File: config.mk
export PLATFORM = sky130hd
export DESIGN_NAME = systolic_sequencer_flat
export DESIGN_NICKNAME = d
export VERILOG_FILES = /design/src/rtl/systolic_pkg.sv /design/src/rtl/systolic_sequencer_if.sv /design/src/rtl/seq_phase_counter.sv /design/src/rtl/systolic_sequencer.sv /design/src/flat_wrapper.sv
export SDC_FILE = /design/constraint.sdc
export NUM_CORES = 1
export LEC_CHECK = 0
export CAP_MARGIN = 25
export CORE_ASPECT_RATIO = 1.1
export CORE_UTILIZATION = 57
export DETAILED_ROUTE_END_ITERATION = 12
export HOLD_SLACK_MARGIN = 0.12
export PLACE_DENSITY = 0.84
export SYNTH_ARGS = -nofsm -noshare
export SYNTH_HDL_FRONTEND = slang
export SYNTH_HIERARCHICAL = 1
export SYNTH_SLANG_ARGS = --single-unit
File: constraint.sdc
create_clock -name clk -period 5.7 [get_ports clk]
set_clock_uncertainty 0.15 [all_clocks]
set_input_delay 1.71 -clock clk [delete_from_list [all_inputs] [get_ports clk]]
set_output_delay 1.71 -clock clk [all_outputs]
set_load 0.005 [all_outputs]
File: src/rtl/systolic_pkg.sv
// Shared types and default dimensions for the systolic array sequencer.
package systolic_pkg;

  localparam int unsigned MATRIX_SIZE_DEF = 2;
  localparam int unsigned PIPE_DELAY_DEF  = 3;
  localparam int unsigned TILE_W_DEF      = 8;

  typedef enum logic [2:0] {
    IDLE   = 3'd0,
    CLEAR  = 3'd1,
    LOAD   = 3'd2,
    STREAM = 3'd3,
    DRAIN  = 3'd4,
    DONE   = 3'd5
  } seq_state_t;

  // States that consume the shared phase counter
  function automatic logic is_phase_state(input seq_state_t s);
    return (s == LOAD) || (s == STREAM) || (s == DRAIN);
  endfunction

endpackage

File: src/rtl/systolic_sequencer_if.sv
// Job handshake and array-control bus of the systolic sequencer.
interface systolic_sequencer_if
  import systolic_pkg::*;
#(
  parameter int unsigned MATRIX_SIZE = MATRIX_SIZE_DEF,
  parameter int unsigned TILE_W      = TILE_W_DEF
);
  localparam int unsigned ROW_W = $clog2(MATRIX_SIZE);

  logic              start;
  logic [TILE_W-1:0] num_tiles;
  logic              busy;
  logic              done;
  logic              wbuf_en;
  logic [ROW_W-1:0]  wbuf_row;
  logic              ibuf_en;
  logic              acc_clear;
  logic              result_valid;
  logic [TILE_W-1:0] tile_idx;

  modport master (
    output start, num_tiles,
    input  busy, done, wbuf_en, wbuf_row, ibuf_en, acc_clear, result_valid, tile_idx
  );

  modport slave (
    input  start, num_tiles,
    output busy, done, wbuf_en, wbuf_row, ibuf_en, acc_clear, result_valid, tile_idx
  );

endinterface

File: src/rtl/seq_phase_counter.sv
// Phase counter shared by LOAD/STREAM/DRAIN: synchronous clear plus terminal-count flag.
module seq_phase_counter #(
  parameter int unsigned CNT_W = 3
) (
  input  logic             clk,
  input  logic             reset_n,
  input  logic             clr_i,
  input  logic [CNT_W-1:0] last_i,
  output logic [CNT_W-1:0] cnt_o,
  output logic [CNT_W-1:0] cnt_d_o,
  output logic             tc_o
);

  logic [CNT_W-1:0] cnt_q;
  logic [CNT_W-1:0] cnt_d;

  always_comb begin
    cnt_d = cnt_q;
    if (clr_i) begin
      cnt_d = '0;
    end else begin
      cnt_d = cnt_q + CNT_W'(1);
    end
  end

  always_ff @(posedge clk or negedge reset_n) begin
    if (!reset_n) begin
      cnt_q <= '0;
    end else begin
      cnt_q <= cnt_d;
    end
  end

  assign cnt_o   = cnt_q;
  assign cnt_d_o = cnt_d;
  assign tc_o    = (cnt_q == last_i);

endmodule

File: src/rtl/systolic_sequencer.sv
// Tile sequencer for an NxN systolic array: CLEAR/LOAD/STREAM/DRAIN per tile, then DONE.
// Optional feature: define SEQ_ABORT_EN to add the abort input.
module systolic_sequencer
  import systolic_pkg::*;
#(
  parameter int unsigned MATRIX_SIZE = MATRIX_SIZE_DEF,
  parameter int unsigned PIPE_DELAY  = PIPE_DELAY_DEF,
  parameter int unsigned TILE_W      = TILE_W_DEF
) (
  input logic clk,
  input logic reset_n,
`ifdef SEQ_ABORT_EN
  input logic abort,
`endif
  systolic_sequencer_if.slave bus
);

  localparam int unsigned ROW_W     = $clog2(MATRIX_SIZE);
  localparam int unsigned DRAIN_LEN = PIPE_DELAY + 2 * MATRIX_SIZE - 1;
  localparam int unsigned CNT_W     = $clog2(DRAIN_LEN + 1);

  seq_state_t        state_q, state_d;
  logic [TILE_W-1:0] tile_q, tile_d;
  logic [TILE_W-1:0] count_q, count_d;
  logic [TILE_W:0]   tile_inc_s;

  logic [CNT_W-1:0]  cnt_s, cnt_d_s, last_s;
  logic              tc_s, clr_s, abort_s;

  logic              busy_q, busy_d;
  logic              done_q, done_d;
  logic              wbuf_en_q, wbuf_en_d;
  logic [ROW_W-1:0]  wbuf_row_q, wbuf_row_d;
  logic              ibuf_en_q, ibuf_en_d;
  logic              acc_clear_q, acc_clear_d;
  logic              rvalid_q, rvalid_d;

`ifdef SEQ_ABORT_EN
  assign abort_s = abort && (state_q != IDLE);
`else
  assign abort_s = 1'b0;
`endif

  assign tile_inc_s = {1'b0, tile_q} + {{TILE_W{1'b0}}, 1'b1};

  seq_phase_counter #(.CNT_W(CNT_W)) u_phase_cnt (
    .clk     (clk),
    .reset_n (reset_n),
    .clr_i   (clr_s),
    .last_i  (last_s),
    .cnt_o   (cnt_s),
    .cnt_d_o (cnt_d_s),
    .tc_o    (tc_s)
  );

  always_comb begin
    last_s = '0;
    case (state_q)
      LOAD, STREAM: last_s = CNT_W'(MATRIX_SIZE - 1);
      DRAIN:        last_s = CNT_W'(DRAIN_LEN - 1);
      default:      last_s = '0;
    endcase
  end

  always_comb begin
    state_d = state_q;
    tile_d  = tile_q;
    count_d = count_q;
    if (abort_s) begin
      state_d = IDLE;
      tile_d  = '0;
    end else begin
      case (state_q)
        IDLE: begin
          tile_d = '0;
          if (bus.start) begin
            count_d = bus.num_tiles;
            if (bus.num_tiles == '0) begin
              state_d = DONE;
            end else begin
              state_d = CLEAR;
            end
          end else begin
            state_d = IDLE;
          end
        end
        CLEAR: state_d = LOAD;
        LOAD: begin
          if (tc_s) state_d = STREAM;
          else      state_d = LOAD;
        end
        STREAM: begin
          if (tc_s) state_d = DRAIN;
          else      state_d = STREAM;
        end
        DRAIN: begin
          if (!tc_s) begin
            state_d = DRAIN;
          end else if (tile_inc_s < {1'b0, count_q}) begin
            tile_d  = tile_inc_s[TILE_W-1:0];
            state_d = CLEAR;
          end else begin
            state_d = DONE;
          end
        end
        DONE: begin
          state_d = IDLE;
          tile_d  = '0;
        end
        default: begin
          state_d = IDLE;
          tile_d  = '0;
        end
      endcase
    end
  end

  // The counter restarts on every state change and idles at zero outside its phases
  assign clr_s = (state_d != state_q) || !is_phase_state(state_q);

  // Outputs are decoded from the next state so they leave the register aligned with it
  always_comb begin
    busy_d      = 1'b0;
    done_d      = 1'b0;
    wbuf_en_d   = 1'b0;
    wbuf_row_d  = '0;
    ibuf_en_d   = 1'b0;
    acc_clear_d = 1'b0;
    rvalid_d    = 1'b0;
    case (state_d)
      IDLE:   busy_d = 1'b0;
      CLEAR: begin
        busy_d      = 1'b1;
        acc_clear_d = 1'b1;
      end
      LOAD: begin
        busy_d     = 1'b1;
        wbuf_en_d  = 1'b1;
        wbuf_row_d = cnt_d_s[ROW_W-1:0];
      end
      STREAM: begin
        busy_d    = 1'b1;
        ibuf_en_d = 1'b1;
      end
      DRAIN: begin
        busy_d   = 1'b1;
        rvalid_d = (cnt_d_s >= CNT_W'(PIPE_DELAY + MATRIX_SIZE - 1));
      end
      DONE: begin
        busy_d = 1'b1;
        done_d = 1'b1;
      end
      default: busy_d = 1'b0;
    endcase
  end

  always_ff @(posedge clk or negedge reset_n) begin
    if (!reset_n) begin
      state_q     <= IDLE;
      tile_q      <= '0;
      count_q     <= '0;
      busy_q      <= 1'b0;
      done_q      <= 1'b0;
      wbuf_en_q   <= 1'b0;
      wbuf_row_q  <= '0;
      ibuf_en_q   <= 1'b0;
      acc_clear_q <= 1'b0;
      rvalid_q    <= 1'b0;
    end else begin
      state_q     <= state_d;
      tile_q      <= tile_d;
      count_q     <= count_d;
      busy_q      <= busy_d;
      done_q      <= done_d;
      wbuf_en_q   <= wbuf_en_d;
      wbuf_row_q  <= wbuf_row_d;
      ibuf_en_q   <= ibuf_en_d;
      acc_clear_q <= acc_clear_d;
      rvalid_q    <= rvalid_d;
    end
  end

  assign bus.busy         = busy_q;
  assign bus.done         = done_q;
  assign bus.wbuf_en      = wbuf_en_q;
  assign bus.wbuf_row     = wbuf_row_q;
  assign bus.ibuf_en      = ibuf_en_q;
  assign bus.acc_clear    = acc_clear_q;
  assign bus.result_valid = rvalid_q;
  assign bus.tile_idx     = tile_q;

endmodule

File: src/flat_wrapper.sv
// flat-port wrapper written by rule: the top's interface ports become plain ports
module systolic_sequencer_flat import systolic_pkg::*;
#(
  parameter int unsigned MATRIX_SIZE = MATRIX_SIZE_DEF,
  parameter int unsigned PIPE_DELAY  = PIPE_DELAY_DEF,
  parameter int unsigned TILE_W      = TILE_W_DEF
)
  (clk, reset_n, bus_start, bus_num_tiles, bus_busy, bus_done, bus_wbuf_en, bus_wbuf_row, bus_ibuf_en, bus_acc_clear, bus_result_valid, bus_tile_idx);
  systolic_sequencer_if #(.MATRIX_SIZE(MATRIX_SIZE), .TILE_W(TILE_W)) bus_i ();
  input logic clk;
  input logic reset_n;
  input wire logic [$bits(bus_i.start)-1:0] bus_start;
  input wire logic [$bits(bus_i.num_tiles)-1:0] bus_num_tiles;
  output wire logic [$bits(bus_i.busy)-1:0] bus_busy;
  output wire logic [$bits(bus_i.done)-1:0] bus_done;
  output wire logic [$bits(bus_i.wbuf_en)-1:0] bus_wbuf_en;
  output wire logic [$bits(bus_i.wbuf_row)-1:0] bus_wbuf_row;
  output wire logic [$bits(bus_i.ibuf_en)-1:0] bus_ibuf_en;
  output wire logic [$bits(bus_i.acc_clear)-1:0] bus_acc_clear;
  output wire logic [$bits(bus_i.result_valid)-1:0] bus_result_valid;
  output wire logic [$bits(bus_i.tile_idx)-1:0] bus_tile_idx;
  assign bus_i.start = bus_start;
  assign bus_i.num_tiles = bus_num_tiles;
  assign bus_busy = bus_i.busy;
  assign bus_done = bus_i.done;
  assign bus_wbuf_en = bus_i.wbuf_en;
  assign bus_wbuf_row = bus_i.wbuf_row;
  assign bus_ibuf_en = bus_i.ibuf_en;
  assign bus_acc_clear = bus_i.acc_clear;
  assign bus_result_valid = bus_i.result_valid;
  assign bus_tile_idx = bus_i.tile_idx;
  systolic_sequencer #(.MATRIX_SIZE(MATRIX_SIZE), .PIPE_DELAY(PIPE_DELAY), .TILE_W(TILE_W)) u_core (.clk(clk), .reset_n(reset_n), .bus(bus_i));
endmodule
# Word level (Yosys, flattened, before mapping)
# Cells that the tools add are included.
[totals]
register_bits = 29
latch_bits = 0
mem_bits_rw = 0
rom_bits = 0
output_inout_bits = 15
word_cells = 59
memories = 0
[classes]
addsub = 2
n_mul = 0
div_mod_pow = 0
order_cmp = 2
eq_ne = 13
shift = 0
n_mux = 19
bitwise = 1
n_reduce_logical = 11
[ops]
columns = ["operator", "count"]
rows = [
  ["two-way mux 3 bit", 6],
  ["two-way mux 8 bit", 2],
  ["case mux 8 bit (2 select lines)", 1],
  ["case mux 3 bit (5 select lines)", 1],
  ["== test 3 x 2 -> 1 bit (second input constant)", 4],
  ["adder 8 x 1 -> 9 bit (second input constant)", 1],
  ["== test 3 bit (second input constant)", 3],
  ["< comparator 9 x 8 -> 1 bit", 1],
  ["logical NOT 8 bit", 1],
  ["two-way mux 1 bit", 8],
  ["== test 3 x 1 -> 1 bit (second input constant)", 2],
  ["case mux 3 bit (2 select lines)", 1],
  ["OR reduction 5 bit", 1],
  ["inequality test 2 x 1 -> 1 bit (second input constant)", 2],
  ["adder 3 x 1 -> 3 bit (second input constant)", 1],
  ["== test 3 bit", 1],
  ["greater-or-equal comparator 3 bit (second input constant)", 1],
  ["logical NOT 3 bit", 1],
  ["logical OR 1 bit", 3],
  ["inequality test 3 bit", 1],
  ["AND reduction 3 bit", 1],
  ["OR reduction 3 bit", 1],
  ["AND reduction 2 bit", 1],
  ["OR reduction 2 bit", 1],
  ["other kinds (2)", 2],
]

# Logic depth before layout (Yosys ltp)
# Gate-level depths: netlist of the first run.
[depth]
word_depth = 11
mapped_depth = 12
ltp_nobuf = 10

# Modules after synthesis
# Netlist of the first run, hierarchy kept.
[modules_own_cells]
columns = ["mod", "n_inst", "cells_each", "area_each_um2"]
rows = [
  ["systolic_sequencer", 1, 159, 1458.9],
  ["seq_phase_counter", 1, 12, 146.4],
]

# Least setup slack after synthesis of the first run
# Ideal clock, no wire load.
[synth_path]
path_type = "input-to-reg"
from = "input port bus_start"
to = "register u_core.rvalid_q (netlist: u_core/bus.result_valid)"
setup_time_ns = 0.120
arrival_ns = 2.641
t_required_ns = 5.430
setup_slack_ns = 2.789
path_stages = 5
path_buffers = 0
path_cell_list = "nor4b_2 a31oi_1 o31ai_1 nor2_1 and3_1"
[synth_between]
elab_chain_cells = 7
elab_cells_between_ends = 8
classes_between = "1 x order compare; 2 x eq/ne; 4 x mux; 1 x reduce/logical"
[synth_rtl]
columns = ["element", "line_no", "rtl"]
rows = [
  ["start: declaration", "flat_wrapper.sv:12", "input wire logic [$bits(bus_i.start)-1:0] bus_start;"],
  ["two-way mux 3 bit (*)", "systolic_sequencer.sv:76", "if (bus.start) begin"],
  ["case mux 3 bit (5 select lines) (*)", "systolic_sequencer.sv:73", "case (state_q)"],
  ["net u_core.state_d[0]", "systolic_sequencer.sv:22", "seq_state_t state_q, state_d;"],
  ["inequality test 3 bit", "systolic_sequencer.sv:119", "assign clr_s = (state_d != state_q) || !is_phase_state(state_q);"],
  ["logical OR 1 bit", "systolic_sequencer.sv:119", ""],
  ["two-way mux 3 bit", "seq_phase_counter.sv:19", "if (clr_i) begin"],
  ["greater-or-equal comparator 3 bit", "systolic_sequencer.sv:147", "rvalid_d = (cnt_d_s >= CNT_W'(PIPE_DELAY + MATRIX_SIZE - 1));"],
  ["two-way mux 1 bit (*)", "systolic_sequencer.sv:130", "case (state_d)"],
  ["net u_core.rvalid_d", "systolic_sequencer.sv:36", "logic rvalid_q, rvalid_d;"],
  ["end signal: assignment", "systolic_sequencer.sv:179", "rvalid_q <= rvalid_d;"],
  ["end: declaration", "systolic_sequencer.sv:36", ""],
]
# Mark *: on every way through the listed nets, which the timed path passes. The rest lies on a longest branch.
# A chain may end at the register's enable or synchronous reset.

# Worst setup path after layout of the first run
[layout_path]
from = "register u_core.tile_q[3] (netlist: u_core/bus.tile_idx[3])"
to = "output port bus_tile_idx[3]"
[layout_lines]
columns = ["element", "line_no", "rtl"]
rows = [
  ["start: declaration", "systolic_sequencer.sv:23", "logic [TILE_W-1:0] tile_q, tile_d;"],
  ["start signal: assignment", "systolic_sequencer.sv:171", "tile_q <= tile_d;"],
  ["end: declaration", "flat_wrapper.sv:21", "output wire logic [$bits(bus_i.tile_idx)-1:0] bus_tile_idx;"],
]
# No word-level cell between the ends.

==> impl_metrics.xml, run 1 <==
<?xml version="1.0" encoding="UTF-8"?>
<metrics>
  <group name="status">
    <metric name="status" unit="">complete, no violations</metric>
  </group>
  <group name="routing">
    <metric name="avgViaCountPerCell" unit="">5.991</metric>
    <metric name="drt-wirelength-per-cell" unit="microns">14.82</metric>
    <metric name="drc" unit="">0</metric>
    <metric name="detail_route.wirelength" unit="microns">3424</metric>
    <metric name="number_of_optimization_iterations_in_the_first_detailed_route_pass" unit="">4</metric>
    <metric name="initialDrtViolationCount" unit="">63</metric>
    <metric name="route.vias.total" unit="">1384</metric>
    <metric name="antenna_nets_post_route" unit="">0</metric>
  </group>
  <group name="floorplan">
    <metric name="die_h" unit="microns">57.66</metric>
    <metric name="die_w" unit="microns">52.60</metric>
    <metric name="design.die.area" unit="sq um">3033</metric>
    <metric name="core_footprint" unit="sq um">2591</metric>
    <metric name="boundaryPins" unit="">26</metric>
    <metric name="initial_core_util" unit="%">61.95</metric>
    <metric name="fp-row-count" unit="">19</metric>
  </group>
  <group name="cts">
    <metric name="htree_num_levels" unit="">2</metric>
    <metric name="cts.repair.resized" unit="">0</metric>
    <metric name="post_cts_hold_buffer_count" unit="">0</metric>
    <metric name="worst_skew_pair_later_pin_latency" unit="ns">0.32</metric>
    <metric name="numCtsBuffers" unit="">5</metric>
    <metric name="tritoncts_num_sinks" unit="">29</metric>
    <metric name="root_buffer" unit="">sky130_fd_sc_hd__clkbuf_4</metric>
    <metric name="clk_transition_reported_paths" unit="ns">0.08</metric>
    <metric name="tritoncts_clock_tree" unit="">built</metric>
    <metric name="max-clock-path-buffers" unit="">2</metric>
    <metric name="post_cts_buffers" unit="">0</metric>
  </group>
  <group name="sta">
    <metric name="hold_viol_final" unit="">0</metric>
    <metric name="max_slew.worst_pin.slew" unit="ns">0.6444</metric>
    <metric name="timing.setup.tns" unit="ns">0</metric>
    <metric name="final_max_slew_violation_count" unit="">0</metric>
    <metric name="maxSlewHeadroom" unit="%">56.88</metric>
    <metric name="timing.final.crit_share" unit="%">56.43</metric>
    <metric name="fmaxAchievable" unit="MHz">310.9</metric>
    <metric name="unrepaired_setup_endpoints_after_global_routing" unit="">no</metric>
    <metric name="timing.final.setup_violations" unit="">0</metric>
    <metric name="fin_crit" unit="ns">3.216</metric>
    <metric name="timing.final.ws_setup" unit="ns">2.484</metric>
  </group>
  <group name="synthesis">
    <metric name="async_reset_ff_share" unit="%">100.0</metric>
    <metric name="dominantRegCellSynth" unit="">sky130_fd_sc_hd__dfrtp_1</metric>
    <metric name="mappedNetlistNets" unit="">191</metric>
    <metric name="post_synth_and_or_nand_nor_area_fraction" unit="%">25.25</metric>
    <metric name="synth-xor-area-share" unit="%">6.002</metric>
    <metric name="synth.ff_latch_count" unit="">29</metric>
    <metric name="synth_compound_area_share" unit="%">11.54</metric>
    <metric name="ys_warn_count" unit="">6</metric>
    <metric name="yosys-mux-area-fraction" unit="%">0.7015</metric>
    <metric name="main_combinational_cell_family_by_area_after_synthesis" unit="">simple AND/OR/NAND/NOR gates</metric>
    <metric name="synthesized_instance_count" unit="">171</metric>
    <metric name="synth_fa_ha_area_share" unit="%">7.015</metric>
    <metric name="synth.cell_area" unit="sq um">1605</metric>
    <metric name="synth_area_per_cell" unit="sq um">9.388</metric>
    <metric name="synth.distinct_cells" unit="">38</metric>
    <metric name="ys_seq_area_share" unit="%">45.21</metric>
    <metric name="synth_enable_flop_cells" unit="">0</metric>
  </group>
  <group name="final_layout">
    <metric name="finalNonFillerCells" unit="">231</metric>
    <metric name="final_cell_mix" unit="">sky130_fd_sc_hd__dfrtp_1, sky130_fd_sc_hd__nand2_1, sky130_fd_sc_hd__clkdlybuf4s50_1</metric>
    <metric name="ant_diodes" unit="">0</metric>
    <metric name="num-nets-final" unit="">220</metric>
    <metric name="synthToLayoutAreaGrowth" unit="%">20.65</metric>
    <metric name="drive_gt1_share" unit="%">9.000</metric>
    <metric name="postLayoutCellArea" unit="sq um">1937</metric>
    <metric name="mostFrequentLayoutCell" unit="">sky130_fd_sc_hd__dfrtp_1</metric>
  </group>
  <group name="power">
    <metric name="pd_cells" unit="nW/um^2">394.5</metric>
    <metric name="peakVddDrop" unit="mV">0.3638</metric>
    <metric name="power.leakage" unit="nW">0.9212</metric>
    <metric name="power.total" unit="mW">0.7642</metric>
  </group>
  <group name="worst_setup_path">
    <metric name="timing.critical_path.cells" unit="">clkdlybuf4s50_1</metric>
    <metric name="worst-endpoint-arrival" unit="ns">1.36</metric>
    <metric name="timing.critical_path.from" unit="">u_core/bus.tile_idx[3]</metric>
    <metric name="timing.critical_path.required" unit="ns">3.84</metric>
    <metric name="critPathLaunchType" unit="">register</metric>
    <metric name="r2r_start" unit="">u_core/bus.tile_idx[0]</metric>
    <metric name="setup.reg_to_reg.worst_slack" unit="ns">2.54</metric>
    <metric name="cp_max_fo" unit="">8</metric>
    <metric name="critical_path_cell_count" unit="">1</metric>
    <metric name="worstPathBufferInverterCount" unit="">1</metric>
    <metric name="path_class" unit="">reg2out</metric>
    <metric name="endpoint" unit="">bus_tile_idx[3]</metric>
    <metric name="worstRegToRegCells" unit="">10</metric>
    <metric name="path_delay_family" unit="">buffers and inverters</metric>
    <metric name="category_of_the_worst_setup_path_capture_point" unit="">output port</metric>
    <metric name="worstReg2RegEnd" unit="">u_core/bus.result_valid</metric>
    <metric name="critical_path.slowest_cell" unit="">sky130_fd_sc_hd__clkdlybuf4s50_1</metric>
    <metric name="cp_peak_stage_delay" unit="ns">0.56</metric>
  </group>
  <group name="placed_design">
    <metric name="preCtsSetupSlack" unit="ns">1.749</metric>
    <metric name="detailed_place_hpwl" unit="microns">2491</metric>
    <metric name="post_place_instance_area" unit="sq um">1874</metric>
    <metric name="place.detailed.instances" unit="">223</metric>
    <metric name="place.port_buffers" unit="">25</metric>
    <metric name="routabilityCongestion" unit="">0.8836</metric>
  </group>
  <group name="global_route">
    <metric name="grt_pass1_vias" unit="">1347</metric>
    <metric name="grt_first_pass_wirelength" unit="microns">5727</metric>
    <metric name="initial_antenna_violation_count" unit="">0</metric>
    <metric name="grt_max_degree" unit="">30</metric>
    <metric name="gr-usage-all-layers" unit="%">26.43</metric>
    <metric name="globalRouteOverflowTotal" unit="">0</metric>
  </group>
  <group name="hold_path">
    <metric name="worst_hold_path_type" unit="">reg2reg</metric>
  </group>
  <group name="job">
    <metric name="cap_viol_max_count" unit="">0</metric>
  </group>
</metrics>
==> per-stage QoR <==
stage               utilization (%)  hold slack [ns]
global route                  74.75           0.3823
finish                        74.75           0.3615
detailed placement            72.33           0.3603
CTS                           74.46           0.3695
global placement              72.33           0.3328
floorplan                         -           0.3092
==> power by group <==
group	switching (mW)	leakage, nW	internal [mW]	total [mW]
clock network	0.0646	0.0314	0.0581	0.123
logic	0.206	0.516	0.129	0.335
registers	0.0378	0.374	0.269	0.307
total	0.308	0.921	0.456	0.764
==> worst min-delay path by stage <==
stage | slack (ns) | startpoint | depth (start not counted) | end
floorplan | 0.31 | u_core/u_phase_cnt/cnt_o[0] | 1 | u_core/u_phase_cnt/cnt_o[0]
finish | 0.36 | u_core/u_phase_cnt/cnt_o[0] | 1 | u_core/u_phase_cnt/cnt_o[0]
CTS | 0.37 | u_core/u_phase_cnt/cnt_o[0] | 1 | u_core/u_phase_cnt/cnt_o[0]
detailed placement | 0.36 | u_core/u_phase_cnt/cnt_o[0] | 1 | u_core/u_phase_cnt/cnt_o[0]
global placement | 0.33 | u_core/u_phase_cnt/cnt_o[0] | 1 | u_core/u_phase_cnt/cnt_o[0]
global route | 0.38 | u_core/u_phase_cnt/cnt_o[0] | 1 | u_core/u_phase_cnt/cnt_o[0]
==> sequential cells by signal, indices dropped and copies added (netlist names) <==
signal,cells
u_core/bus.done,1
u_core/state_q,3
u_core/bus.wbuf_row,1
u_core/bus.busy,1
u_core/bus.wbuf_en,1
u_core/bus.acc_clear,1
u_core/bus.result_valid,1
u_core/u_phase_cnt/cnt_o,3
u_core/bus.tile_idx,8
u_core/bus.ibuf_en,1
u_core/count_q,8
==> synthesized netlist by cell type, types with 2 or more instances <==
master / number / share of area, %
sky130_fd_sc_hd__a21o_1: 2 / 0.94
sky130_fd_sc_hd__a31oi_1: 4 / 1.6
sky130_fd_sc_hd__xor2_1: 7 / 3.8
sky130_fd_sc_hd__and2_1: 4 / 1.6
sky130_fd_sc_hd__dfrtp_1: 29 / 45
sky130_fd_sc_hd__xnor2_1: 4 / 2.2
sky130_fd_sc_hd__and3_1: 5 / 1.9
sky130_fd_sc_hd__nor2b_1: 2 / 0.78
sky130_fd_sc_hd__nand4b_1: 2 / 1.1
sky130_fd_sc_hd__clkbuf_1: 3 / 0.70
sky130_fd_sc_hd__ha_1: 9 / 7.0
sky130_fd_sc_hd__a31o_2: 2 / 1.1
sky130_fd_sc_hd__nor4_1: 2 / 0.78
sky130_fd_sc_hd__nand3_1: 9 / 2.8
sky130_fd_sc_hd__nand2b_1: 3 / 1.2
sky130_fd_sc_hd__nor2_1: 12 / 2.8
sky130_fd_sc_hd__o211ai_1: 3 / 1.4
sky130_fd_sc_hd__o21ai_0: 12 / 3.7
sky130_fd_sc_hd__nand2_1: 26 / 6.1
sky130_fd_sc_hd__inv_1: 10 / 2.3
sky130_fd_sc_hd__nand4_1: 4 / 1.6
==> cells by family (layout without fill, tap and decap cells) <==
kind of cell,after synthesis,after routing
flip-flops,29,29
other,1,1
adder cells (fa/ha/maj),9,9
multiplexers,1,1
AND/OR/NAND/NOR,77,77
buffers and inverters,15,44
XOR/XNOR,11,11
AO/OA/AOI/OAI,28,28
==> per-layer routing <==
metal / part of all wire [%] / up-vias / track usage, %
met4: 1.7 / 0 / 17.29
met5: 0 / - / 0
li1: - / 651 / -
met3: 8.3 / 6 / 6.299
met1: 42 / 669 / 34.14
met2: 48 / 58 / 39.24
==> area by class of cell <==
type                    instances  area [sq um]
clock buffers                   7         55.05
fillers                       188         654.4
inverters                      10         37.54
multi-input cells             127         814.5
flip-flops and latches         29         725.7
well taps                      31         38.79
repair buffers                 27         265.3
Power figures use the tool's default switching activity.
==> inputs of run 2 (changes only) <==
--- a/config.mk
+++ b/config.mk
@@ -7,10 +7,10 @@
 export LEC_CHECK = 0
 export CAP_MARGIN = 25
 export CORE_ASPECT_RATIO = 1.1
-export CORE_UTILIZATION = 57
+export CORE_UTILIZATION = 53
 export DETAILED_ROUTE_END_ITERATION = 12
 export HOLD_SLACK_MARGIN = 0.12
-export PLACE_DENSITY = 0.84
+export PLACE_DENSITY = 0.79
 export SYNTH_ARGS = -nofsm -noshare
 export SYNTH_HDL_FRONTEND = slang
 export SYNTH_HIERARCHICAL = 1
==> constraint.sdc (replaced) <==
create_clock -name clk -period 3.3 [get_ports clk]
set_clock_uncertainty 0.15 [all_clocks]
set_input_delay 0.99 -clock clk [delete_from_list [all_inputs] [get_ports clk]]
set_output_delay 0.99 -clock clk [all_outputs]
set_load 0.005 [all_outputs]
==> impl_metrics.xml, run 2 (synthesis results as in run 1) <==
<?xml version="1.0" encoding="UTF-8"?>
<metrics>
  <group name="sta">
    <metric name="unrepaired_setup_endpoints_after_global_routing" unit="">no</metric>
    <metric name="timing.final.setup_violations" unit="">0</metric>
    <metric name="hold_viol_final" unit="">0</metric>
    <metric name="maxSlewHeadroom" unit="%">58.39</metric>
    <metric name="max_slew.worst_pin.slew" unit="ns">0.6189</metric>
    <metric name="timing.final.crit_share" unit="%">91.23</metric>
    <metric name="hold_slack" unit="ns">0.3463</metric>
    <metric name="fin_crit" unit="ns">3.010</metric>
    <metric name="final_max_slew_violation_count" unit="">0</metric>
    <metric name="timing.setup.tns" unit="ns">0</metric>
    <metric name="fmaxAchievable" unit="MHz">332.2</metric>
    <metric name="timing.final.ws_setup" unit="ns">0.2895</metric>
  </group>
  <group name="worst_setup_path">
    <metric name="worstPathBufferInverterCount" unit="">0</metric>
    <metric name="cp_peak_stage_delay" unit="ns">0.45</metric>
    <metric name="critical_path.slowest_cell" unit="">sky130_fd_sc_hd__dfrtp_1</metric>
    <metric name="top_cell_by_count_worst_path" unit="">sky130_fd_sc_hd__and3_1</metric>
    <metric name="timing.critical_path.required" unit="ns">3.38</metric>
    <metric name="worst-endpoint-arrival" unit="ns">3.09</metric>
    <metric name="path_class" unit="">reg2reg</metric>
    <metric name="category_of_the_worst_setup_path_capture_point" unit="">register</metric>
    <metric name="cp_max_fo" unit="">10</metric>
    <metric name="critPathLaunchType" unit="">register</metric>
    <metric name="timing.critical_path.cells" unit="">ha_1 &gt; and3_1 &gt; nand3_1 &gt; xnor2_1 &gt; ha_1 &gt; and3_1 &gt; o21ai_0 &gt; o21a_1 &gt; o211ai_1 &gt; and3_1</metric>
    <metric name="path_delay_family" unit="">simple AND/OR/NAND/NOR gates</metric>
  </group>
  <group name="routing">
    <metric name="met3_wirelength" unit="microns">134</metric>
    <metric name="met1_length" unit="microns">1490</metric>
    <metric name="route.vias.total" unit="">1353</metric>
    <metric name="detail_route.wirelength" unit="microns">3442</metric>
    <metric name="drc" unit="">0</metric>
    <metric name="number_of_optimization_iterations_in_the_first_detailed_route_pass" unit="">4</metric>
    <metric name="highest_layer_used_for_signal_routing" unit="">met4</metric>
    <metric name="antenna_nets_post_route" unit="">0</metric>
    <metric name="total_met2_wirelength_after_detailed_routing" unit="microns">1770</metric>
    <metric name="drt-wirelength-per-cell" unit="microns">14.52</metric>
    <metric name="initialDrtViolationCount" unit="">71</metric>
    <metric name="avgViaCountPerCell" unit="">5.709</metric>
  </group>
  <group name="cts">
    <metric name="tritoncts_num_sinks" unit="">29</metric>
    <metric name="cts.repair.resized" unit="">0</metric>
    <metric name="post_cts_buffers" unit="">0</metric>
    <metric name="clk_transition_reported_paths" unit="ns">0.09</metric>
    <metric name="tritoncts_clock_tree" unit="">built</metric>
    <metric name="root_buffer" unit="">sky130_fd_sc_hd__clkbuf_4</metric>
    <metric name="max-clock-path-buffers" unit="">2</metric>
    <metric name="numCtsBuffers" unit="">5</metric>
    <metric name="worst_skew_pair_later_pin_latency" unit="ns">0.33</metric>
    <metric name="post_cts_hold_buffer_count" unit="">0</metric>
    <metric name="htree_num_levels" unit="">2</metric>
  </group>
  <group name="power">
    <metric name="combinational_power_share" unit="%">41.2</metric>
    <metric name="power.leakage" unit="nW">0.9482</metric>
    <metric name="peakVddDrop" unit="mV">0.6563</metric>
    <metric name="net_sw_share" unit="%">38.33</metric>
    <metric name="internal_power" unit="mW">0.8739</metric>
    <metric name="power.clock.fraction" unit="%">21.7</metric>
    <metric name="switchingPower" unit="mW">0.5431</metric>
    <metric name="share_seq_of_total_power" unit="%">37.1</metric>
    <metric name="pd_cells" unit="nW/um^2">710.0</metric>
  </group>
  <group name="floorplan">
    <metric name="core_footprint" unit="sq um">2828</metric>
    <metric name="fp-row-count" unit="">20</metric>
    <metric name="die_h" unit="microns">59.72</metric>
    <metric name="die_w" unit="microns">54.48</metric>
    <metric name="design.die.area" unit="sq um">3253</metric>
    <metric name="initial_core_util" unit="%">56.77</metric>
    <metric name="boundaryPins" unit="">26</metric>
  </group>
  <group name="status">
    <metric name="status" unit="">complete, no violations</metric>
  </group>
  <group name="final_layout">
    <metric name="synthToLayoutAreaGrowth" unit="%">24.32</metric>
    <metric name="num-nets-final" unit="">223</metric>
    <metric name="mostFrequentLayoutCell" unit="">sky130_fd_sc_hd__dfrtp_1</metric>
    <metric name="drive_gt1_share" unit="%">11.27</metric>
    <metric name="ant_diodes" unit="">0</metric>
    <metric name="final_cell_mix" unit="">sky130_fd_sc_hd__dfrtp_1, sky130_fd_sc_hd__nand2_1, sky130_fd_sc_hd__clkdlybuf4s50_1</metric>
  </group>
  <group name="global_route">
    <metric name="grt_pass1_vias" unit="">1276</metric>
    <metric name="grt_max_degree" unit="">30</metric>
    <metric name="grt_first_pass_wirelength" unit="microns">5554</metric>
    <metric name="globalRouteOverflowTotal" unit="">0</metric>
    <metric name="gr-usage-all-layers" unit="%">24.72</metric>
    <metric name="initial_antenna_violation_count" unit="">0</metric>
  </group>
  <group name="placed_design">
    <metric name="place.port_buffers" unit="">25</metric>
    <metric name="preCtsSetupSlack" unit="ns">0.3694</metric>
    <metric name="routabilityCongestion" unit="">0.8719</metric>
    <metric name="detailed_place_hpwl" unit="microns">2499</metric>
  </group>
  <group name="hold_path">
    <metric name="worst_hold_path_type" unit="">reg2reg</metric>
  </group>
  <group name="job">
    <metric name="cap_viol_max_count" unit="">0</metric>
  </group>
</metrics>
## run 2: cell types whose count changed in the layout (fill, tap and decap cells not counted)
cell                         before  now
sky130_fd_sc_hd__clkinvlp_4       0    1
sky130_fd_sc_hd__clkbuf_1         1    0
sky130_fd_sc_hd__bufinv_16        0    1
sky130_fd_sc_hd__buf_4            2    5
## run 2: power by group through the flow
stage                     Clock, mW  Sequential [mW]  Combinational (mW)
after floorplan                   0            0.524               0.391
after detailed placement          0            0.533               0.579
after CTS                     0.313            0.526               0.583
after global routing          0.329            0.534               0.654
final                         0.307            0.526               0.584
after global placement            0            0.526               0.556
## run 2: final timing paths
| kind | from | endpoint | cells past startpoint | slack, ns |
|---|---|---|---|---|
| max | u_core/bus.tile_idx[0] | u_core/bus.done | 10 | 0.29 |
| min | u_core/u_phase_cnt/cnt_o[0] | u_core/u_phase_cnt/cnt_o[0] | 1 | 0.35 |
| max reg2reg | u_core/bus.tile_idx[0] | u_core/bus.done | 10 | 0.29 |
| min reg2reg | u_core/u_phase_cnt/cnt_o[0] | u_core/u_phase_cnt/cnt_o[0] | 1 | 0.35 |
| max in group asynchronous | reset_n | u_core/count_q[6] | 2 | 1.85 |
| min in group asynchronous | reset_n | u_core/bus.tile_idx[7] | 2 | 0.89 |
## run 2: worst register-to-register path, cell delays in order (launching register included)
cell	delay, ns
sky130_fd_sc_hd__dfrtp_1	0.45
sky130_fd_sc_hd__ha_1	0.26
sky130_fd_sc_hd__and3_1	0.29
sky130_fd_sc_hd__nand3_1	0.12
sky130_fd_sc_hd__xnor2_1	0.21
sky130_fd_sc_hd__ha_1	0.28
sky130_fd_sc_hd__and3_1	0.20
sky130_fd_sc_hd__o21ai_0	0.10
sky130_fd_sc_hd__o21a_1	0.39
sky130_fd_sc_hd__o211ai_1	0.23
sky130_fd_sc_hd__and3_1	0.23
## run 2: final cells by class
type	count	area, sq um
Sequential cell	29	725.7
Inverter	10	37.54
Fill cell	220	832.0
Tap cell	33	41.29
Timing Repair Buffer	30	287.8
Multi-Input combinational cell	127	814.5
Clock buffer	6	51.30
Clock inverter	2	37.54
## run 2: layer usage
metal	vias to the layer above	global-route usage (%)
met2	25	40.94
met3	7	8.397
li1	662	-
met1	659	29.13
met5	-	0
met4	0	9.158
## run 2: metrics by stage
stage          total power [mW]  std cells  utilization [%]  area [sq um]
6_report                  1.417        237            70.58          1996
5_1_grt                   1.518        237            70.58          1996
4_1_cts                   1.423        237            70.58          1996
3_5_place_dp              1.112        229            67.43          1907
3_3_place_gp              1.083        229            67.43          1907
2_1_floorplan            0.9151        171                -          1605
==> inputs of run 3 (changes only) <==
--- a/config.mk
+++ b/config.mk
@@ -11,6 +11,7 @@
 export DETAILED_ROUTE_END_ITERATION = 12
 export HOLD_SLACK_MARGIN = 0.12
 export PLACE_DENSITY = 0.79
+export REMOVE_ABC_BUFFERS = 1
 export SYNTH_ARGS = -nofsm -noshare
 export SYNTH_HDL_FRONTEND = slang
 export SYNTH_HIERARCHICAL = 1
==> impl_metrics.xml, run 3 (synthesis results as in run 1) <==
<?xml version="1.0" encoding="UTF-8"?>
<metrics>
  <group name="power">
    <metric name="net_sw_share" unit="%">38.20</metric>
    <metric name="peakVddDrop" unit="mV">0.6292</metric>
    <metric name="switchingPower" unit="mW">0.5364</metric>
    <metric name="combinational_power_share" unit="%">41.1</metric>
    <metric name="pd_cells" unit="nW/um^2">710.4</metric>
    <metric name="power.leakage" unit="nW">0.9408</metric>
    <metric name="share_seq_of_total_power" unit="%">37.3</metric>
    <metric name="power.clock.fraction" unit="%">21.6</metric>
    <metric name="internal_power" unit="mW">0.8680</metric>
  </group>
  <group name="cts">
    <metric name="post_cts_hold_buffer_count" unit="">0</metric>
    <metric name="max-clock-path-buffers" unit="">2</metric>
    <metric name="numCtsBuffers" unit="">5</metric>
    <metric name="htree_num_levels" unit="">2</metric>
    <metric name="post_cts_buffers" unit="">0</metric>
    <metric name="root_buffer" unit="">sky130_fd_sc_hd__clkbuf_4</metric>
    <metric name="tritoncts_num_sinks" unit="">29</metric>
    <metric name="tritoncts_clock_tree" unit="">built</metric>
    <metric name="cts.repair.resized" unit="">0</metric>
    <metric name="clk_transition_reported_paths" unit="ns">0.09</metric>
    <metric name="worst_skew_pair_later_pin_latency" unit="ns">0.33</metric>
  </group>
  <group name="floorplan">
    <metric name="design.die.area" unit="sq um">3253</metric>
    <metric name="fp-row-count" unit="">20</metric>
    <metric name="die_w" unit="microns">54.48</metric>
    <metric name="initial_core_util" unit="%">56.77</metric>
    <metric name="die_h" unit="microns">59.72</metric>
    <metric name="core_footprint" unit="sq um">2828</metric>
    <metric name="boundaryPins" unit="">26</metric>
  </group>
  <group name="sta">
    <metric name="maxSlewHeadroom" unit="%">55.37</metric>
    <metric name="timing.final.setup_violations" unit="">0</metric>
    <metric name="timing.setup.tns" unit="ns">0</metric>
    <metric name="fin_crit" unit="ns">3.063</metric>
    <metric name="timing.final.crit_share" unit="%">92.82</metric>
    <metric name="fmaxAchievable" unit="MHz">326.5</metric>
    <metric name="final_max_slew_violation_count" unit="">0</metric>
    <metric name="hold_viol_final" unit="">0</metric>
    <metric name="max_slew.worst_pin.slew" unit="ns">0.6670</metric>
    <metric name="unrepaired_setup_endpoints_after_global_routing" unit="">no</metric>
  </group>
  <group name="worst_setup_path">
    <metric name="timing.critical_path.required" unit="ns">3.35</metric>
    <metric name="path_class" unit="">reg2reg</metric>
    <metric name="worst-endpoint-arrival" unit="ns">3.11</metric>
    <metric name="setup.reg_to_reg.worst_slack" unit="ns">0.24</metric>
    <metric name="category_of_the_worst_setup_path_capture_point" unit="">register</metric>
    <metric name="cp_max_fo" unit="">7</metric>
    <metric name="critPathLaunchType" unit="">register</metric>
  </group>
  <group name="final_layout">
    <metric name="final_cell_mix" unit="">sky130_fd_sc_hd__dfrtp_1, sky130_fd_sc_hd__nand2_1, sky130_fd_sc_hd__clkdlybuf4s50_1</metric>
    <metric name="drive_gt1_share" unit="%">9.901</metric>
    <metric name="mostFrequentLayoutCell" unit="">sky130_fd_sc_hd__dfrtp_1</metric>
    <metric name="ant_diodes" unit="">0</metric>
    <metric name="finalNonFillerCells" unit="">235</metric>
    <metric name="synthToLayoutAreaGrowth" unit="%">23.15</metric>
    <metric name="num-nets-final" unit="">221</metric>
  </group>
  <group name="routing">
    <metric name="drt-wirelength-per-cell" unit="microns">14.26</metric>
    <metric name="detail_route.wirelength" unit="microns">3351</metric>
    <metric name="drc" unit="">0</metric>
    <metric name="route.vias.total" unit="">1343</metric>
    <metric name="avgViaCountPerCell" unit="">5.715</metric>
    <metric name="initialDrtViolationCount" unit="">52</metric>
    <metric name="number_of_optimization_iterations_in_the_first_detailed_route_pass" unit="">6</metric>
    <metric name="antenna_nets_post_route" unit="">0</metric>
  </group>
  <group name="global_route">
    <metric name="gr-usage-all-layers" unit="%">24.09</metric>
    <metric name="use_met3" unit="%">7.125</metric>
    <metric name="gr-usage-met2" unit="%">36.06</metric>
    <metric name="grt_first_pass_wirelength" unit="microns">5451</metric>
    <metric name="globalRouteOverflowTotal" unit="">0</metric>
    <metric name="grtUsageMet1" unit="%">31.42</metric>
    <metric name="grt_pass1_vias" unit="">1245</metric>
    <metric name="initial_antenna_violation_count" unit="">0</metric>
    <metric name="grt_max_degree" unit="">30</metric>
    <metric name="gr-max-usage-layer" unit="">met2</metric>
  </group>
  <group name="placed_design">
    <metric name="routabilityCongestion" unit="">0.9028</metric>
    <metric name="place.port_buffers" unit="">25</metric>
    <metric name="detailed_place_hpwl" unit="microns">2389</metric>
    <metric name="place.detailed.instances" unit="">227</metric>
  </group>
  <group name="job">
    <metric name="cap_viol_max_count" unit="">0</metric>
  </group>
  <group name="hold_path">
    <metric name="worst_hold_path_type" unit="">reg2reg</metric>
  </group>
  <group name="status">
    <metric name="status" unit="">complete, no violations</metric>
  </group>
</metrics>
## run 3: changes by cell type in the layout (fill, tap and decap cells not counted), sizes merged
cell / delta
clkbuf: +1
clkinvlp: -1
buf: -2
## run 3: final timing paths
kind | depth (start not counted) | from | endpoint
worst min-delay path | 1 | u_core/u_phase_cnt/cnt_o[0] | u_core/u_phase_cnt/cnt_o[0]
worst min register to register | 1 | u_core/u_phase_cnt/cnt_o[0] | u_core/u_phase_cnt/cnt_o[0]
worst max-delay path | 10 | u_core/bus.tile_idx[0] | u_core/bus.tile_idx[7]
worst max register to register | 10 | u_core/bus.tile_idx[0] | u_core/bus.tile_idx[7]
min in group asynchronous | 2 | reset_n | u_core/count_q[5]
max in group asynchronous | 2 | reset_n | u_core/bus.acc_clear
## run 3: cell type report
type	count	area [sq um]
fillers	233	850.8
multi-input cells	127	814.5
flip-flops and latches	29	725.7
repair buffers	28	272.8
clock buffers	7	55.05
well taps	33	41.29
inverters	10	37.54
clock inverters	1	30.03
## run 3: metrics by stage
step	cell area, sq um	utilization (%)	worst slack (ns)	power (mW)	hold slack (ns)
floorplan	1578	-	0.6730	0.9116	0.3092
global placement	1892	66.90	0.4448	1.078	0.3337
detailed placement	1892	66.90	0.3201	1.108	0.3432
CTS	1977	69.91	0.2914	1.419	0.3568
global route	1977	69.91	0.1097	1.522	0.3678
finish	1977	69.91	0.2369	1.404	0.3480
## run 3: worst max-delay path: stages (launching register included)
cell and delay, ns:
sky130_fd_sc_hd__dfrtp_1 0.46, sky130_fd_sc_hd__ha_1 0.24, sky130_fd_sc_hd__and3_1 0.28, sky130_fd_sc_hd__nand3_1 0.12, sky130_fd_sc_hd__xnor2_1 0.23, sky130_fd_sc_hd__ha_1 0.29
sky130_fd_sc_hd__and3_1 0.20, sky130_fd_sc_hd__o21ai_0 0.11, sky130_fd_sc_hd__o21ai_0 0.20, sky130_fd_sc_hd__o311ai_0 0.50, sky130_fd_sc_hd__nand3_1 0.14
## run 3: power groups by stage
stage                     Sequential [mW]  Clock (mW)  Combinational [mW]
final                               0.524       0.304               0.577
after global routing                0.540       0.325               0.657
after detailed placement            0.534           0               0.574
after CTS                           0.526       0.315               0.578
after global placement              0.528           0               0.549
after floorplan                     0.524           0               0.388
## run 3: metal layers
layer	share of wire, %	vias up
met4	1.9	0
met3	7.3	7
met5	0	-
met1	46	627
li1	-	652
met2	45	57
